### src/rtl/gp_timer.sv
// rtl/gp_timer.sv - general purpose 32-bit timer with prescaler, compare match and register bus
module gp_timer #(
  parameter int          ADDR_WIDTH    = 5,
  parameter logic [31:0] RESET_COMPARE = 32'hFFFF_FFFF
) (
  input  logic                  clk,
  input  logic                  rst_n,
  input  logic                  rd_en,
  input  logic                  wr_en,
  input  logic [ADDR_WIDTH-1:0] addr,
  input  logic [31:0]           wr_data,
  input  logic [3:0]            wr_strobe,
  output logic [31:0]           rd_data,
  output logic                  access_fault,
  output logic                  busy,
  output logic                  interrupt
);

  typedef enum logic {
    S_IDLE = 1'b0,
    S_DATA = 1'b1
  } state_e;

  state_e      state_q, state_d;

  logic [2:0]  ctrl_q, ctrl_d;        // {ONESHOT, IE, EN}
  logic [31:0] prescale_q, prescale_d;
  logic [31:0] value_q, value_d;
  logic [31:0] compare_q, compare_d;
  logic        match_q, match_d;
  logic [31:0] pcnt_q, pcnt_d;
  logic [31:0] rd_q, rd_d;
  logic        rd_fault_q, rd_fault_d;

  logic [29:0] word_idx;
  logic        addr_ok;
  logic        sel_ctrl, sel_pre, sel_val, sel_cmp, sel_stat;
  logic        wr_ok, wr_fault;
  logic        busy_c;
  logic        tick, hit;
  logic [31:0] rd_mux;
  logic        unused_addr_bits;

  // Byte offset bits [1:0] carry no information for word-wide registers.
  assign unused_addr_bits = ^addr[1:0];

  function automatic logic [31:0] merge_bytes(input logic [31:0] old_v,
                                              input logic [31:0] new_v,
                                              input logic [3:0]  strb);
    logic [31:0] res;
    res = old_v;
    for (int i = 0; i < 4; i++) begin
      if (strb[i]) res[8*i +: 8] = new_v[8*i +: 8];
    end
    return res;
  endfunction

  // Address decode; anything past STATUS is a hole in the window.
  always_comb begin
    word_idx = 30'(addr[ADDR_WIDTH-1:2]);
    addr_ok  = (word_idx <= 30'd4);
    sel_ctrl = (word_idx == 30'd0);
    sel_pre  = (word_idx == 30'd1);
    sel_val  = (word_idx == 30'd2);
    sel_cmp  = (word_idx == 30'd3);
    sel_stat = (word_idx == 30'd4);
  end

  // A write with a simultaneous read is ambiguous, so it faults and is dropped.
  assign wr_ok    = wr_en & ~rd_en & addr_ok;
  assign wr_fault = wr_en & (rd_en | ~addr_ok);

  // Read mux of current register contents, sampled on the request edge.
  always_comb begin
    rd_mux = 32'd0;
    case (1'b1)
      sel_ctrl: rd_mux = {29'd0, ctrl_q};
      sel_pre:  rd_mux = prescale_q;
      sel_val:  rd_mux = value_q;
      sel_cmp:  rd_mux = compare_q;
      sel_stat: rd_mux = {31'd0, match_q};
      default:  rd_mux = 32'd0;
    endcase
  end

  // Read handshake: one wait state in IDLE, then a single DATA cycle.
  always_comb begin
    state_d    = state_q;
    busy_c     = 1'b0;
    rd_d       = rd_q;
    rd_fault_d = rd_fault_q;
    case (state_q)
      S_IDLE: begin
        if (rd_en) begin
          busy_c     = 1'b1;
          rd_d       = rd_mux;
          rd_fault_d = ~addr_ok | wr_en;
          state_d    = S_DATA;
        end
      end
      S_DATA: begin
        state_d = S_IDLE;
      end
      default: state_d = S_IDLE;
    endcase
  end

  // Bus outputs are forced quiet while reset is asserted.
  always_comb begin
    busy         = rst_n & busy_c;
    access_fault = rst_n & (wr_fault | ((state_q == S_DATA) & rd_fault_q));
    rd_data      = ((state_q == S_DATA) && !rd_fault_q) ? rd_q : 32'd0;
    interrupt    = match_q & ctrl_q[1];
  end

  // Timer next state: prescaler, counter, match flag and software writes.
  always_comb begin
    ctrl_d     = ctrl_q;
    prescale_d = prescale_q;
    value_d    = value_q;
    compare_d  = compare_q;
    match_d    = match_q;
    pcnt_d     = pcnt_q + 32'd1;

    tick = ctrl_q[0] & (pcnt_q == prescale_q);
    hit  = (value_q == compare_q);

    if (!ctrl_q[0] || tick || (wr_ok && sel_pre)) pcnt_d = 32'd0;

    // Counter: software write beats the tick update in the same cycle.
    if (wr_ok && sel_val)  value_d = merge_bytes(value_q, wr_data, wr_strobe);
    else if (tick)         value_d = hit ? 32'd0 : value_q + 32'd1;

    // One-shot self-disable; an explicit CTRL write in the same cycle wins.
    if (tick && hit && ctrl_q[2]) ctrl_d[0] = 1'b0;
    if (wr_ok && sel_ctrl && wr_strobe[0]) ctrl_d = wr_data[2:0];

    if (wr_ok && sel_pre) prescale_d = merge_bytes(prescale_q, wr_data, wr_strobe);
    if (wr_ok && sel_cmp) compare_d  = merge_bytes(compare_q, wr_data, wr_strobe);

    // W1C first, so a simultaneous hardware match set overrides it.
    if (wr_ok && sel_stat && wr_strobe[0] && wr_data[0]) match_d = 1'b0;
    if (tick && hit) match_d = 1'b1;
  end

  // State registers with asynchronous reset; a pending read is abandoned.
  always_ff @(posedge clk or negedge rst_n) begin
    if (!rst_n) begin
      state_q    <= S_IDLE;
      ctrl_q     <= 3'd0;
      prescale_q <= 32'd0;
      value_q    <= 32'd0;
      compare_q  <= RESET_COMPARE;
      match_q    <= 1'b0;
      pcnt_q     <= 32'd0;
      rd_q       <= 32'd0;
      rd_fault_q <= 1'b0;
    end else begin
      state_q    <= state_d;
      ctrl_q     <= ctrl_d;
      prescale_q <= prescale_d;
      value_q    <= value_d;
      compare_q  <= compare_d;
      match_q    <= match_d;
      pcnt_q     <= pcnt_d;
      rd_q       <= rd_d;
      rd_fault_q <= rd_fault_d;
    end
  end

endmodule

### config.mk
export PLATFORM = sky130hd
export DESIGN_NAME = gp_timer
export DESIGN_NICKNAME = d
export VERILOG_FILES = /design/src/rtl/gp_timer.sv
export SDC_FILE = /design/constraint.sdc
export NUM_CORES = 1
export LEC_CHECK = 0
export BUFFER_PORTS_ARGS = -buffer_cell sky130_fd_sc_hd__buf_2
export CORE_MARGIN = 2
export CORE_UTILIZATION = 60
export DETAILED_ROUTE_END_ITERATION = 8
export PLACE_DENSITY = 0.76
export SYNTH_ARGS = -nofsm -noshare
export SYNTH_HDL_FRONTEND = slang
export SYNTH_SLANG_ARGS = --single-unit
### constraint.sdc
create_clock -name clk -period 2.5 [get_ports clk]
set_clock_uncertainty 0.1 [all_clocks]
set_input_delay 0.125 -clock clk [delete_from_list [all_inputs] [get_ports clk]]
set_output_delay 0.125 -clock clk [all_outputs]
set_load 0.01 [all_outputs]
==> summary.md <==
| Metric | Value |
|---|---|
| Setup CP Type | `reg2reg` |
| Post-synth EDFFs | `0` |
| First-pass GRT wire length | `roughly 43 mm` |
| Final Wtd Congestion | `between 0.9 and 1` |
| Hold Vio Cnt, Final | `0` |
| Minimum clock period | `about 2.5 ns` |
| Post-route cell area | `approximately 0.011 mm²` |
| Vias in the first global route | `between 7000 and 8000` |
| # IOs | `80` |
| Endpoints failing setup | `0` |
| Ranking of synthesized cells by area | `dfrtp_1, mux2_2, dfstp_2` |
| GRT overflow | `0` |
| Clock tree sinks | `between 150 and 200` |
| Final antenna-violating net count | `0` |
| Synthesized net count | `954` |
| Commonest cells post-synth | `dfrtp_1, nand2_1, mux2_2, xor2_1, nor2_1` |
| Initial core utilization | `slightly above 60%` |
| Crit start category | `flop` |
| Clk_lat worst skew | `about 0.43 ns` |
| Worst-path clk slew | `roughly 0.07 ns` |
| CTS Root Cell | `clkbuf_16` |
| Data required time of the worst path | `between 2 and 3 ns` |
| Int Pwr | `between 0.005 and 0.006 W` |
| Worst Setup SP | `prescale_q[13]` |
| Sw frac | `between 20 and 30%` |
| Initial DRC Count | `roughly 800` |
| Post-place instance area | `between 0.01 and 0.015 mm²` |
| Layout area overhead | `20.18%` |
| Final net count | `about 1100` |
| Row cnt | `45` |
| Die area | `around 0.016 mm²` |
| Per-cell routed wire length | `21.89 µm` |
| Gate power share | `between 10% and 20%` |
| Min-delay src | `rd_en` |
| Syn avg cell area | `about 10 µm²` |
| CTS tree | `yes` |
| Placed Cells | `1172` |
| Slew @ Worst Pin | `around 0.58 ns` |
| Fmax | `around 400 MHz` |
| Fillers | `about 1100` |
| Fraction of layout cells with a size suffix above 1 | `a little over a quarter` |
| Final period utilization | `roughly 99%` |
| Reg2reg start | `prescale_q[13]` |
| Die height | `around 130 µm` |
| GRT Total Usage | `between 30% and 40%` |
| Worst EP arrival | `~2.8 ns` |
| Status | `complete, no violations` |
| Post-synth top area share | `between 30% and 40%` |
| Power Dens Cells | `roughly 660 mW/mm²` |
| H-Tree Depth | `4` |
| Ys Warns | `0` |
| Min-delay worst type | `in2reg` |
| Via count | `slightly below 8000` |
| Setup crit end kind | `flop` |
| Max_cap viols | `0` |
| Leak pwr | `a little under 5 nW` |
| Total net switching power | `between 0.002 and 0.0025 W` |
| Footprint of the multi-input gates | `roughly 0.0047 mm²` |
| Clk pwr share | `between 30% and 40%` |
| Remaining routing DRC violations | `0` |
| Initial antenna violation count | `0` |
| TritonCTS buffer count | `17` |
| Setup repair bufs after CTS | `0` |
| Antenna diodes | `0` |
| Drt first pass iters | `5` |
| Post-synth cell types | `55` |
| Register area share after synthesis | `45.74%` |
| Synth Cell Area | `approximately 0.009 mm²` |
| Mapped Cells | `a little over 900` |
| Largest net degree at the start of global routing | `63` |
| Critical path peak fanout | `40` |
| Synth Flop Type | `dfrtp_1` |
| Async set or reset register ratio after synthesis | `100.0%` |
| Die width | `127.6 µm` |
| Core area | `0.01509 mm²` |
| Total routed wirelength | `roughly 27 mm` |
| Synth Register Bits | `~170` |
| Synth area leader | `dfrtp_1` |
| Count leader, synth | `dfrtp_1` |
| Port Buffers | `between 70 and 80` |
| Seq pwr share | `a little under half` |
| Seq. cell area | `0.004194 mm²` |
| Total power | `0.007257 W` |
| Hpwl dp | `~19 mm` |
| Post-Layout Cell Count | `between 1000 and 1500` |
| Peak supply drop | `0.7189 mV` |
| Via/cell ratio | `between 6 and 7` |
| CTS Buffer Depth | `2` |
| Fin. max-slew vios | `0` |
| Final Util | `roughly three quarters` |
| Slew margin rel. | `between 60% and 70%` |
[through the flow]
step                 TNS, ns  hold WS [ns]  setup slack, ns
floorplan                  0       -0.2706           0.3349
global placement           0       0.03999           0.1684
detailed placement         0       0.03852          0.08818
CTS                        0       0.01561          0.04528
global route        -0.01334       0.08946         -0.01334
finish                     0       0.06013          0.01298
[worst paths after layout]
kind | cells after the start | endpoint | slack, ns
worst max-delay path | 7 | value_q[16] | 0.01
worst min-delay path | 3 | ctrl_q[1] | 0.06
worst max register to register | 7 | value_q[16] | 0.01
worst min register to register | 2 | rd_q[31] | 0.37
max in group asynchronous | 3 | compare_q[19] | 1.40
min in group asynchronous | 2 | rd_q[11] | 0.13
[placed cells by master, fill, tap and decap left out, drive strengths merged, types with 32 or more instances in the layout]
cell type	count
and2	41
mux2	83
dfstp	32
dfrtp	134
xor2	83
dlygate4sd3	37
nor2	58
o21ai	52
nand2	99
buf	126
[flip-flops by register name, indices dropped and copies added, names as in the netlist]
name        cells
prescale_q     32
match_q         1
value_q        32
ctrl_q          3
pcnt_q         32
rd_fault_q      1
state_q         1
rd_q           32
compare_q      32
[critical path: stages (launching register included)]
cell     delay (ns)
dfrtp_1        0.45
xor2_1         0.21
nor4_2         0.43
nand4_1        0.24
nor3_4         0.26
buf_12         0.25
mux2_2         0.36
o21ai_1        0.11
[layout make-up]
type                    count  share of cell area, %
clock buffers              22                  4.122
clock inverters            10                  1.135
multi-input cells         673                  43.08
inverters                  19                 0.6472
well taps                 188                  2.135
flip-flops and latches    166                  38.06
repair buffers            163                  10.82
[per-layer routing]
metal / track usage, % / share of wire, % / up-vias
met3: 7.077 / 8.4 / 85
met1: 47.69 / 41 / 3851
li1: - / - / 3526
met5: 0 / 0 / -
met2: 53.98 / 46 / 403
met4: 14.54 / 4.0 / 0
[power by group through the flow]
| stage | Sequential, W | Clock [W] | Combinational [W] |
|---|---|---|---|
| global placement | 0.00343 | 0 | 0.00111 |
| finish | 0.00343 | 0.00261 | 0.00122 |
| global route | 0.00346 | 0.00274 | 0.00132 |
| CTS | 0.00341 | 0.00263 | 0.00119 |
| floorplan | 0.00331 | 0 | 0.000738 |
| detailed placement | 0.00345 | 0 | 0.00113 |
[cells by family after synthesis]
group           after synthesis  share of synthesized area (%)
xor+xnor                     94                          8.979
simple gates                310                          16.99
compound gates              178                          13.73
buf+inv                      68                          3.166
flops                       166                          45.74
mux                          89                          11.12
fa+ha+maj                     2                         0.2729
[repair_timing]
| item | CTS | global route |
|---|---|---|
| setup endpoints to repair | 0 | 61 |
| endpoints found under the hold margin | 152 | 0 |
| hold buffers | 37 | 0 |
| resized for setup | 0 | 8 |
(Power assumes the default switching activity.)
